--- config.mk ---
export PLATFORM = sky130hd
export DESIGN_NAME = uart_regs
export DESIGN_NICKNAME = d
export VERILOG_FILES = /design/src/rtl/uart_regs.sv
export SDC_FILE = /design/constraint.sdc
export NUM_CORES = 1
export LEC_CHECK = 0
export CAP_MARGIN = 5
export CORE_MARGIN = 2
export CORE_UTILIZATION = 35
export DETAILED_ROUTE_END_ITERATION = 12
export GPL_ROUTABILITY_DRIVEN = 0
export SETUP_SLACK_MARGIN = 0.2
export SYNTH_ARGS = -nofsm -noshare
export SYNTH_HDL_FRONTEND = slang
export SYNTH_SLANG_ARGS = --single-unit
--- constraint.sdc ---
create_clock -name clk -period 9 [get_ports clk]
set_input_delay 1.35 -clock clk [delete_from_list [all_inputs] [get_ports clk]]
set_output_delay 1.35 -clock clk [all_outputs]
set_load 0.1 [all_outputs]
--- src/rtl/uart_regs.sv ---
// UART register bank: CTRL/STATUS/BAUD/INT registers plus TX and RX byte FIFOs.
// Define UART_REGS_SCRATCH_EN to map a 32-bit RW SCRATCH register at word index 7.

module uart_regs_fifo #(
  parameter int DEPTH = 16,
  parameter int LW    = $clog2(DEPTH) + 1
) (
  input  logic          clk,
  input  logic          rst_n,
  input  logic          clr,
  input  logic          push,
  input  logic          pop,
  input  logic [7:0]    din,
  output logic [7:0]    dout,
  output logic          full,
  output logic          empty,
  output logic          drop,
  output logic [LW-1:0] level
);
  localparam int AW = LW - 1;

  logic [7:0]    mem [DEPTH];
  logic [LW-1:0] wptr_reg;
  logic [LW-1:0] rptr_reg;
  logic          do_push;
  logic          do_pop;

  // Pointers carry a wrap bit so full and empty are distinguishable.
  assign empty   = (wptr_reg == rptr_reg);
  assign full    = (wptr_reg[AW] != rptr_reg[AW]) && (wptr_reg[AW-1:0] == rptr_reg[AW-1:0]);
  assign level   = wptr_reg - rptr_reg;
  assign do_pop  = pop && !empty && !clr;
  assign do_push = push && !clr && (!full || do_pop);
  assign drop    = push && !clr && full && !do_pop;
  assign dout    = mem[rptr_reg[AW-1:0]];

  always_ff @(posedge clk or negedge rst_n) begin
    if (!rst_n) begin
      wptr_reg <= '0;
      rptr_reg <= '0;
    end else if (clr) begin
      wptr_reg <= '0;
      rptr_reg <= '0;
    end else begin
      if (do_push) wptr_reg <= wptr_reg + LW'(1);
      if (do_pop)  rptr_reg <= rptr_reg + LW'(1);
    end
  end

  always_ff @(posedge clk) begin
    if (do_push) mem[wptr_reg[AW-1:0]] <= din;
  end
endmodule

module uart_regs #(
  parameter int          DATA_WIDTH     = 32,
  parameter int          REG_ADDR_WIDTH = 4,
  parameter int          FIFO_DEPTH     = 16,
  parameter logic [15:0] BAUD_RESET     = 16'd27
) (
  input  logic                      clk,
  input  logic                      rst_n,
  input  logic [REG_ADDR_WIDTH-1:0] reg_addr,
  input  logic [DATA_WIDTH-1:0]     reg_wdata,
  input  logic [3:0]                reg_wstrb,
  input  logic                      reg_wen,
  input  logic                      reg_ren,
  output logic [DATA_WIDTH-1:0]     reg_rdata,
  output logic                      reg_error,
  output logic [7:0]                tx_data,
  output logic                      tx_valid,
  input  logic                      tx_ready,
  input  logic [7:0]                rx_data,
  input  logic                      rx_valid,
  output logic [15:0]               baud_div,
  output logic                      tx_en,
  output logic                      rx_en,
  output logic                      irq
);
  localparam int LW = $clog2(FIFO_DEPTH) + 1;

  localparam logic [REG_ADDR_WIDTH-1:0] A_CTRL = REG_ADDR_WIDTH'(0);
  localparam logic [REG_ADDR_WIDTH-1:0] A_STAT = REG_ADDR_WIDTH'(1);
  localparam logic [REG_ADDR_WIDTH-1:0] A_BAUD = REG_ADDR_WIDTH'(2);
  localparam logic [REG_ADDR_WIDTH-1:0] A_TXD  = REG_ADDR_WIDTH'(3);
  localparam logic [REG_ADDR_WIDTH-1:0] A_RXD  = REG_ADDR_WIDTH'(4);
  localparam logic [REG_ADDR_WIDTH-1:0] A_IEN  = REG_ADDR_WIDTH'(5);
  localparam logic [REG_ADDR_WIDTH-1:0] A_IST  = REG_ADDR_WIDTH'(6);

  genvar gi;

  logic                      wen_q_reg;
  logic                      ren_q_reg;
  logic [REG_ADDR_WIDTH-1:0] ren_addr_reg;
  logic [1:0]                ctrl_reg;
  logic [15:0]               baud_reg;
  logic [15:0]               baud_next;
  logic [3:0]                int_en_reg;
  logic                      rx_ovr_reg;
  logic                      tx_ovf_reg;
  logic                      irq_reg;

  logic          wr_fire, wr_b0;
  logic          tx_clr, rx_clr, tx_push, tx_pop, rx_push, rx_pop;
  logic          tx_full, tx_empty, tx_drop, rx_full, rx_empty, rx_drop;
  logic [LW-1:0] tx_level, rx_level;
  logic [7:0]    rx_head;
  logic [3:0]    int_stat;
  logic          unused_bits;

  // A held reg_wen acts once; RX pops when a read of RX_DATA ends.
  assign wr_fire = reg_wen && !wen_q_reg;
  assign wr_b0   = wr_fire && reg_wstrb[0];
  assign tx_clr  = wr_b0 && (reg_addr == A_CTRL) && reg_wdata[2];
  assign rx_clr  = wr_b0 && (reg_addr == A_CTRL) && reg_wdata[3];
  assign tx_push = wr_b0 && (reg_addr == A_TXD);
  assign tx_valid = ctrl_reg[0] && !tx_empty;
  assign tx_pop  = tx_valid && tx_ready;
  assign rx_push = rx_valid && ctrl_reg[1];
  assign rx_pop  = ren_q_reg && !reg_ren && (ren_addr_reg == A_RXD);

  assign int_stat = {tx_ovf_reg, rx_ovr_reg, tx_empty, !rx_empty};
  assign baud_div = baud_reg;
  assign tx_en    = ctrl_reg[0];
  assign rx_en    = ctrl_reg[1];
  assign irq      = irq_reg;
  assign unused_bits = ^{reg_wdata, reg_wstrb};

  uart_regs_fifo #(.DEPTH(FIFO_DEPTH), .LW(LW)) u_tx_fifo (
    .clk(clk), .rst_n(rst_n), .clr(tx_clr), .push(tx_push), .pop(tx_pop),
    .din(reg_wdata[7:0]), .dout(tx_data), .full(tx_full), .empty(tx_empty),
    .drop(tx_drop), .level(tx_level)
  );

  uart_regs_fifo #(.DEPTH(FIFO_DEPTH), .LW(LW)) u_rx_fifo (
    .clk(clk), .rst_n(rst_n), .clr(rx_clr), .push(rx_push), .pop(rx_pop),
    .din(rx_data), .dout(rx_head), .full(rx_full), .empty(rx_empty),
    .drop(rx_drop), .level(rx_level)
  );

  for (gi = 0; gi < 2; gi++) begin : g_baud
    assign baud_next[gi*8 +: 8] = (wr_fire && (reg_addr == A_BAUD) && reg_wstrb[gi])
                                  ? reg_wdata[gi*8 +: 8] : baud_reg[gi*8 +: 8];
  end

  always_ff @(posedge clk or negedge rst_n) begin
    if (!rst_n) begin
      wen_q_reg    <= 1'b0;
      ren_q_reg    <= 1'b0;
      ren_addr_reg <= '0;
      ctrl_reg     <= '0;
      baud_reg     <= BAUD_RESET;
      int_en_reg   <= '0;
      rx_ovr_reg   <= 1'b0;
      tx_ovf_reg   <= 1'b0;
      irq_reg      <= 1'b0;
    end else begin
      wen_q_reg <= reg_wen;
      ren_q_reg <= reg_ren;
      if (reg_ren) ren_addr_reg <= reg_addr;
      irq_reg  <= |(int_stat & int_en_reg);
      baud_reg <= baud_next;
      if (wr_b0 && (reg_addr == A_CTRL)) ctrl_reg   <= reg_wdata[1:0];
      if (wr_b0 && (reg_addr == A_IEN))  int_en_reg <= reg_wdata[3:0];
      // Sticky sets take precedence over a same-cycle W1C.
      if (rx_drop)                                          rx_ovr_reg <= 1'b1;
      else if (wr_b0 && (reg_addr == A_IST) && reg_wdata[2]) rx_ovr_reg <= 1'b0;
      if (tx_drop)                                          tx_ovf_reg <= 1'b1;
      else if (wr_b0 && (reg_addr == A_IST) && reg_wdata[3]) tx_ovf_reg <= 1'b0;
    end
  end

`ifdef UART_REGS_SCRATCH_EN
  localparam logic [REG_ADDR_WIDTH-1:0] A_SCR = REG_ADDR_WIDTH'(7);

  logic [DATA_WIDTH-1:0] scratch_reg;
  logic [DATA_WIDTH-1:0] scratch_next;

  for (gi = 0; gi < 4; gi++) begin : g_scratch
    assign scratch_next[gi*8 +: 8] = (wr_fire && (reg_addr == A_SCR) && reg_wstrb[gi])
                                     ? reg_wdata[gi*8 +: 8] : scratch_reg[gi*8 +: 8];
  end

  always_ff @(posedge clk or negedge rst_n) begin
    if (!rst_n) scratch_reg <= '0;
    else        scratch_reg <= scratch_next;
  end
`endif

  always_comb begin
    reg_rdata = '0;
    reg_error = 1'b0;
    case (reg_addr)
      A_CTRL: reg_rdata[1:0] = ctrl_reg;
      A_STAT: begin
        reg_rdata[3:0]      = {rx_empty, rx_full, tx_empty, tx_full};
        reg_rdata[8 +: LW]  = tx_level;
        reg_rdata[16 +: LW] = rx_level;
      end
      A_BAUD: reg_rdata[15:0] = baud_reg;
      A_TXD:  reg_rdata = '0;
      A_RXD: begin
        reg_rdata[31] = rx_empty;
        if (!rx_empty) reg_rdata[7:0] = rx_head;
      end
      A_IEN:  reg_rdata[3:0] = int_en_reg;
      A_IST:  reg_rdata[3:0] = int_stat;
`ifdef UART_REGS_SCRATCH_EN
      A_SCR:  reg_rdata = scratch_reg;
`endif
      default: reg_error = 1'b1;
    endcase
  end
endmodule

After elaboration in Yosys (flattened, before gate mapping)
Memories as Yosys holds them, arrays and structs flattened.
Cells that the tools add are included.
- equal/unequal tests: 13
- add/subtract/negate cells: 6
- reduce and logical (&&, ||, !) cells: 53
- bitwise logic cells: 1
- mux-type cells: 25
- operators with widths (cell ; number):
    5-bit two-way mux ; 9
    1-bit logical AND ; 32
    5-bit by 1-bit adder with 5-bit output, second input constant ; 4
    4-bit by 3-bit == test with 1-bit output, second input constant ; 4
    2-bit case mux with 6 select lines ; 1
    2-bit nonzero test ; 6
    5-bit == test ; 2
    1-bit zero test ; 10
    1-bit two-way mux ; 10
    2-bit case mux with 5 select lines ; 1
    5-bit case mux with 2 select lines ; 1
    5-bit subtractor ; 2
    4-bit by 2-bit == test with 1-bit output, second input constant ; 2
    4-bit == test ; 2
    8-bit two-way mux ; 1
    4-bit case mux with 2 select lines ; 1
    7-bit OR reduction ; 1
    4-bit AND ; 1
    4-bit by 1-bit == test with 1-bit output, second input constant ; 1
    4-bit zero test ; 1
    4-bit OR reduction ; 1
    3-bit two-way mux ; 1
    1-bit logical OR ; 2
    1-bit != test ; 2
- register bits after elaboration: 51
- memories kept: 2
- RAM bits: 256
- bits of input ports: 54
- output and inout bits: 61
- memory list (memory ; words ; bits a word ; rd ports ; clocked after memory_dff ; write ports ; line ; text):
    u_rx_fifo.mem ; 16 ; 8 ; 1 ; 0 ; 1 ; 22 ; logic [7:0] mem [DEPTH];
    u_tx_fifo.mem ; 16 ; 8 ; 1 ; 0 ; 1 ; 22 ;

Logic depth before layout (Yosys ltp)
Gate-level depths: netlist (run 1).
- depth after elaboration: 11
- depth in mapped cells: 10
- mapped depth without buffers: 8

Cells and area by module
Synthesis (run 1) repeated with hierarchy kept, for this count alone.
- cells, all modules: 764
- area, all modules: 13185.1 um^2
- by module, submodules not included (module ; instances ; area an instance (um^2) ; cells each):
    uart_regs_fifo at u_rx_fifo ; 1 ; 5734.2 ; 318
    uart_regs_fifo at u_tx_fifo ; 1 ; 5674.2 ; 300
    uart_regs ; 1 ; 1776.7 ; 146

Least setup slack after synthesis (run 1)
No wires, ideal clock.
- kind: input to output
- start: input port reg_addr[0]
- end: output port reg_rdata[10]
- stages on the path: 5
- slack: 3.312 ns
- data required time: 7.650 ns
- path buffers: 2
- data arrival time: 4.338 ns
- path through: clkbuf_1 nor2b_1 nand2_1 clkbuf_1 o21ai_0
- word-level cells in the longest chain between the ends: 2
- elaborated cells between the ends (all ways): 3
- those cells by class: eq/ne (2); mux (1)
- RTL lines (what ; line ; text):
    from (decl) ; 63 ; input logic [REG_ADDR_WIDTH-1:0] reg_addr,
    4-bit by 2-bit == test with 1-bit output / 4-bit by 1-bit == test with 1-bit output (equally long branches) ; 193 ; case (reg_addr)
    5-bit case mux with 2 select lines * ; 193 ;
    to (decl) ; 68 ; output logic [DATA_WIDTH-1:0] reg_rdata,
Mark *: on every way between the ends. The rest lies on a longest branch, timed or not.

Worst setup path in the final report (run 1)
- start: input port reg_addr[1]
- end: output port reg_rdata[1]
- word-level cells in the longest chain between the ends: 2
- elaborated cells between the ends (all ways): 7
- those cells by class: eq/ne (5); mux (1); reduce/logical (1)
- RTL lines (what ; line):
    4-bit by 3-bit == test with 1-bit output (tied with other cells) ; 193
    2-bit case mux with 6 select lines * ; 193
Marks and branches as above.

==> results of run 1 <==
[routing by layer]
metal | part of all wire, % | up-vias | wire (um) | track usage [%]
met1 | 45 | 3594 | 13100 | 21.02
met3 | 5.9 | 43 | 1733 | 3.593
met2 | 47 | 202 | 13920 | 24.75
met4 | 2.1 | 0 | 603 | 4.149
met5 | 0 | - | 0 | 0
li1 | - | 3174 | - | -
[layout make-up]
class                           count  area (um2)
Fill cell                        3305       21200
Clock buffer                       42       880.8
Tap cell                          468       585.6
Inverter                           15       56.30
Multi-Input combinational cell    417        3775
Sequential cell                   307        8972
Timing Repair Buffer              101       968.4
Clock inverter                     17       172.7
[where the power goes]
part	switching, W	total (W)	internal, W
Combinational	0.000917	0.00144	0.000518
Clock	0.000546	0.00133	0.000784
Sequential	0.000100	0.00170	0.00160
Total	0.00156	0.00446	0.00290
[through the flow]
| stage | hold WS, ns | util, % |
|---|---|---|
| 6_report | 0.4992 | 42.10 |
| 5_1_grt | 0.5396 | 42.10 |
| 4_1_cts | 0.5022 | 42.10 |
| 3_5_place_dp | 0.4871 | 39.22 |
| 3_3_place_gp | 0.4841 | 39.22 |
| 2_1_floorplan | 0.4631 | - |
[worst register-to-register path: stages (launching register included)]
cell and delay (ns):
sky130_fd_sc_hd__dfrtp_1 0.85, sky130_fd_sc_hd__inv_1 0.61, sky130_fd_sc_hd__ha_1 0.49, sky130_fd_sc_hd__and4_1 0.25, sky130_fd_sc_hd__o211ai_2 0.15, sky130_fd_sc_hd__nand4_1 0.19, sky130_fd_sc_hd__nor2_1 0.80
[layout by cell type (no fill, tap or decap), types with 11 or more instances in the layout]
master,Yosys,layout
sky130_fd_sc_hd__clkbuf_16,0,34
sky130_fd_sc_hd__mux4_2,64,64
sky130_fd_sc_hd__dfrtp_1,47,44
sky130_fd_sc_hd__nand2_1,82,82
sky130_fd_sc_hd__ha_1,18,18
sky130_fd_sc_hd__and3_1,16,16
sky130_fd_sc_hd__buf_4,12,15
sky130_fd_sc_hd__edfxtp_1,256,256
sky130_fd_sc_hd__mux2_2,27,27
sky130_fd_sc_hd__nor2_1,43,43
sky130_fd_sc_hd__xnor2_1,17,17
sky130_fd_sc_hd__and2_1,11,11
sky130_fd_sc_hd__o21ai_0,11,11
sky130_fd_sc_hd__clkdlybuf4s50_1,0,85
sky130_fd_sc_hd__inv_1,12,12
[synth_stat cells, types with 2 or more instances]
cell type | n | area (um2)
sky130_fd_sc_hd__a21o_1 | 4 | 30.03
sky130_fd_sc_hd__a21oi_1 | 10 | 50.05
sky130_fd_sc_hd__a221oi_1 | 2 | 17.52
sky130_fd_sc_hd__a22oi_1 | 7 | 52.55
sky130_fd_sc_hd__a31oi_1 | 9 | 56.30
sky130_fd_sc_hd__and2_1 | 11 | 68.82
sky130_fd_sc_hd__and3_1 | 16 | 100.1
sky130_fd_sc_hd__and4_1 | 2 | 17.52
sky130_fd_sc_hd__buf_1 | 4 | 15.01
sky130_fd_sc_hd__buf_2 | 12 | 60.06
sky130_fd_sc_hd__buf_4 | 12 | 90.09
sky130_fd_sc_hd__clkbuf_1 | 18 | 67.56
sky130_fd_sc_hd__clkinv_1 | 2 | 7.510
sky130_fd_sc_hd__dfrtp_1 | 47 | 1176
sky130_fd_sc_hd__dfstp_2 | 4 | 105.1
sky130_fd_sc_hd__edfxtp_1 | 256 | 7687
sky130_fd_sc_hd__fa_1 | 2 | 40.04
sky130_fd_sc_hd__ha_1 | 18 | 225.2
sky130_fd_sc_hd__inv_1 | 12 | 45.04
sky130_fd_sc_hd__mux2_2 | 27 | 304.0
sky130_fd_sc_hd__mux2i_1 | 8 | 80.08
sky130_fd_sc_hd__mux4_2 | 64 | 1441
sky130_fd_sc_hd__nand2_1 | 82 | 307.8
sky130_fd_sc_hd__nand2b_1 | 4 | 25.02
sky130_fd_sc_hd__nand3_1 | 6 | 30.03
sky130_fd_sc_hd__nand4_1 | 6 | 37.54
sky130_fd_sc_hd__nor2_1 | 43 | 161.4
sky130_fd_sc_hd__nor2_2 | 2 | 12.51
sky130_fd_sc_hd__nor2b_1 | 5 | 31.28
sky130_fd_sc_hd__nor3_1 | 9 | 45.04
sky130_fd_sc_hd__nor3_2 | 2 | 20.02
sky130_fd_sc_hd__nor3b_2 | 3 | 37.54
sky130_fd_sc_hd__nor4_1 | 3 | 18.77
sky130_fd_sc_hd__o21ai_0 | 11 | 55.05
sky130_fd_sc_hd__o22ai_1 | 2 | 12.51
sky130_fd_sc_hd__xnor2_1 | 17 | 148.9
sky130_fd_sc_hd__xor2_1 | 8 | 70.07
[worst paths after layout]
| check | start | to | slack, ns | cells after the start |
|---|---|---|---|---|
| min reg2reg | ren_addr_reg[3] | ren_addr_reg[3] | 0.50 | 1 |
| max | reg_addr[1] | reg_rdata[1] | 2.55 | 6 |
| min | ren_addr_reg[3] | ren_addr_reg[3] | 0.50 | 1 |
| max in group asynchronous | rst_n | u_tx_fifo.rptr_reg[0] | 7.53 | 2 |
| max reg2reg | u_rx_fifo.rptr_reg[1] | u_rx_fifo.mem[14][5] | 5.29 | 6 |
| min in group asynchronous | rst_n | u_rx_fifo.rptr_reg[2] | 0.96 | 2 |
[logic make-up after synthesis]
logic type      Yosys count  share of synthesized area (%)
compound gates           61                          3.359
xor+xnor                 25                          1.684
fa+ha+maj                20                          2.040
buf+inv                  62                          2.281
flops                   307                          68.99
mux                      99                          14.04
other cells               1                        0.02885
simple gates            202                          7.575
==> results.yml, run 1 <==
sta:
  worstMarginPinSlew_ns: 1.086
  max-slew-margin-rel_pct: 27.34
  layout_min_cycle_time_ns: 6.451
  fmaxAchievable_mhz: 155.0
  final-hold-violation-count: 0
  finalCritPeriodShare_pct: 71.67
  layout_setup_ws_ns: 2.549
  fin_tns_setup_ns: 0
  rsz_0062_raised_after_global_routing: "false"
  drv_slew: 0
  final.setup_skew_ns: 0.01704
  setup-violations-final: 0
cts:
  ctsRootBufferMaster: "sky130_fd_sc_hd__clkbuf_16"
  clock_latency_ns: 0.52
  clock_sink_count: 307
  cts_resized: 0
  postCtsSetupRepairBufs: 0
  hold_buffers: 0
  tritoncts.num_buffers: 34
  tritoncts: "done"
  h-tree-depth: 2
  cts-root-to-sink-buffers: 3
  clk_pin_slew_ns: 0.06
synthesis:
  synth_seq_cells: 307
  postSynthAreaPerCell_um2: 16.73
  number_of_enable_type_register_cells_in_the_synthesized_netlist: 256
  postSynth.topFlopCell: "sky130_fd_sc_hd__edfxtp_1"
  synth_async_sr_flop_share_pct: 16.61
  synthesis.area_um2: 13000
  netlist_instances: 777
  ys.warnings.count: 0
  ys_types: 64
  ys_seq_area_share_pct: 68.99
worst_setup_path:
  cp-end-kind: "output port"
  setup.worst_path.start_class: "input pin"
  worstSetupPathType: "in2out"
  critical_path.max_fanout: 13
  timing.critical_path.buf_inv: 2
  critPathMaxStageDelay_ns: 1.20
  crit_path_top_delay_cell: "sky130_fd_sc_hd__clkdlybuf4s50_1"
  worstPathRequired_ns: 7.65
  path_delay_family: "buffers and inverters"
  arrival_ns: 5.10
  crit_chain: "clkdlybuf4s50_1, nor2b_1, and2_1, a221oi_1, o211ai_1, clkdlybuf4s50_1"
  critical-path-top-cell-by-count: "sky130_fd_sc_hd__clkdlybuf4s50_1"
power_and_ir_drop:
  total_power_w: 0.004462
  vdd_drop_max_v: 0.0001706
  powerDensity_nw_per_um2: 289.5
  total_leakage_power_nw: 5.333
grt:
  grt_max_degree: 52
  grt_pass1_wl_um: 44520
  via_count_of_the_first_global_routing_pass: 7208
  grt-ovfl-total: 0
  antenna_violations_before_repair: 0
  grt.total_usage_pct: 15.37
final_layout:
  non_filler_cells_final: 1367
  syn2layout_area_growth_pct: 18.55
  final_layout_size_suffix_gt1_share_pct: 19.69
  num-nets-final: 950
  diodes: 0
  stdcell_area_um2: 15410
floorplanning:
  area_inside_the_core_boundary_um2: 36610
  initial_core_util_pct: 35.51
  rows: 70
  die_width_um: 196.7
  die_height_um: 196.7
  die-area_um2: 38700
  boundaryPins: 115
run:
  timing.max_cap.violations: 0
place:
  io_buffer_count: 86
  place_worst_setup_slack_ns: 2.551
  post_dp_cell_area_um2: 14360
  dp_cells: 1308
  detailed_place_hpwl_um: 19030
detailed_routing:
  detail_route.vias_per_cell: 5.130
  route.final.wire_length_um: 29360
  postRouteAntennaNets: 0
  drtPass1Iterations: 4
  drt-wirelength-per-cell_um: 21.48
  drt_drc_violations_left: 0
  drtIter0Drc: 454
  dr_total_vias: 7013
min_path:
  hold_path.class: "reg2reg"
outcome:
  run_status: "finished clean"
No activity file was read; power rests on OpenSTA's default activity.
==> run 2: changes to the inputs <==
clock period = 6.4 ns   (was 9 ns; I/O delays follow)
==> results.yml, run 2 (synthesized netlist as in run 1, its figures left out) <==
cts:
  hold_buffers: 0
  clock_sink_count: 307
  ctsRootBufferMaster: "sky130_fd_sc_hd__clkbuf_16"
  tritoncts: "done"
  cts_resized: 0
  cts-root-to-sink-buffers: 3
  postCtsSetupRepairBufs: 0
  h-tree-depth: 2
  clock_latency_ns: 0.52
  clk_pin_slew_ns: 0.06
  tritoncts.num_buffers: 34
power_and_ir_drop:
  total_leakage_power_nw: 5.410
  powerDensity_nw_per_um2: 415.0
  vdd_drop_max_v: 0.0002406
  total_power_w: 0.006432
sta:
  final.setup_skew_ns: 0.01859
  layout_setup_ws_ns: 1.509
  drv_slew: 0
  worstMarginPinSlew_ns: 1.200
  setup-violations-final: 0
  finalCritPeriodShare_pct: 76.42
  fmaxAchievable_mhz: 204.5
  max-slew-margin-rel_pct: 19.41
  fin_tns_setup_ns: 0
  layout_min_cycle_time_ns: 4.891
  rsz_0062_raised_after_global_routing: "false"
  final-hold-violation-count: 0
  hold_ws_ns: 0.4978
final_layout:
  syn2layout_area_growth_pct: 19.22
  nFillCells: 3266
  most-common-layout-cells: "sky130_fd_sc_hd__edfxtp_1, sky130_fd_sc_hd__nand2_1, sky130_fd_sc_hd__clkdlybuf4s50_1, sky130_fd_sc_hd__mux4_2, sky130_fd_sc_hd__dfrtp_1"
  diodes: 0
  num-nets-final: 953
  mostFrequentLayoutCell: "sky130_fd_sc_hd__edfxtp_1"
  final_layout_size_suffix_gt1_share_pct: 21.44
grt:
  grt_pass1_wl_um: 44610
  via_count_of_the_first_global_routing_pass: 7224
  grt_max_degree: 52
  grt-ovfl-total: 0
  grt.total_usage_pct: 15.43
  antenna_violations_before_repair: 1
worst_setup_path:
  worstPathRequired_ns: 5.44
  worst_r2r_startpoint: "u_tx_fifo.rptr_reg[3]"
  arrival_ns: 3.93
  crit_path_top_delay_cell: "sky130_fd_sc_hd__clkdlybuf4s50_1"
  crit_start: "u_rx_fifo.rptr_reg[1]"
  crit_chain: "buf_4, inv_1, ha_1, and4_1, nand2_1, nor2b_1, clkdlybuf4s50_1"
  critical_path.max_fanout: 17
  reg2reg_depth: 7
  critPathMaxStageDelay_ns: 1.16
  cp-end-kind: "output port"
  setup.worst_path.start_class: "register"
  worstSetupPathType: "reg2out"
detailed_routing:
  drt-wirelength-per-cell_um: 21.44
  drt_drc_violations_left: 0
  route.final.wire_length_um: 29440
  drtIter0Drc: 523
  dr_total_vias: 7053
  drtPass1Iterations: 8
  postRouteAntennaNets: 0
  detail_route.vias_per_cell: 5.137
floorplanning:
  die-area_um2: 38700
  die_width_um: 196.7
  rows: 70
  initial_core_util_pct: 35.51
  area_inside_the_core_boundary_um2: 36610
  boundaryPins: 115
  die_height_um: 196.7
min_path:
  hold_path.class: "reg2reg"
  worstHoldStart: "ren_addr_reg[3]"
  worstHoldPathCells: 1
place:
  detailed_place_hpwl_um: 19160
  io_buffer_count: 86
  place_worst_setup_slack_ns: 1.566
outcome:
  run_status: "finished clean"
run:
  timing.max_cap.violations: 0
-- run 2: per-stage QoR --
| step | area, um2 | util, % | instances |
|---|---|---|---|
| floorplan | 13030 | - | 786 |
| global placement | 14350 | 39.19 | 1311 |
| detailed placement | 14350 | 39.19 | 1311 |
| CTS | 15500 | 42.33 | 1373 |
| global route | 15500 | 42.33 | 1373 |
| finish | 15500 | 42.33 | 1373 |
-- run 2: worst paths after layout --
path	slack (ns)	endpoint
setup / recovery	1.51	reg_rdata[31]
hold / removal	0.50	ren_addr_reg[3]
setup reg to reg	2.72	u_tx_fifo.mem[0][0]
hold reg to reg	0.50	ren_addr_reg[3]
max in group asynchronous	5.30	u_tx_fifo.rptr_reg[0]
min in group asynchronous	0.55	u_rx_fifo.rptr_reg[2]
-- run 2: routing by layer --
layer	vias up	wire (um)	GRT usage (%)	part of all wire [%]
met5	-	11	0	0.037
met4	2	684	4.706	2.3
met3	50	1901	3.439	6.5
met2	218	13940	24.93	47
met1	3600	12900	20.94	44
li1	3183	-	-	-
-- run 2: final cells by class --
class / instances / area, um2 / area share (%)
Clock buffer: 48 / 934.6 / 6.031
Clock inverter: 14 / 217.7 / 1.405
Inverter: 15 / 56.30 / 0.3633
Multi-Input combinational cell: 417 / 3775 / 24.36
Sequential cell: 307 / 8971 / 57.88
Tap cell: 468 / 585.6 / 3.778
Timing Repair Buffer: 104 / 958.4 / 6.184
-- run 2: power breakdown --
part / switching, W / leakage [nW] / internal [W]
clock: 0.000787 / 0.556 / 0.00123
combinational: 0.00131 / 1.91 / 0.000735
sequential: 0.000127 / 2.94 / 0.00225
-- run 2: critical path: cells and delay by family, from the launching register on --
family	cells	cell delay, ns
AND/OR/NAND/NOR	3	0.78
buffers and inverters	3	1.81
flip-flops	1	0.32
adder cells (fa/ha/maj)	1	0.46
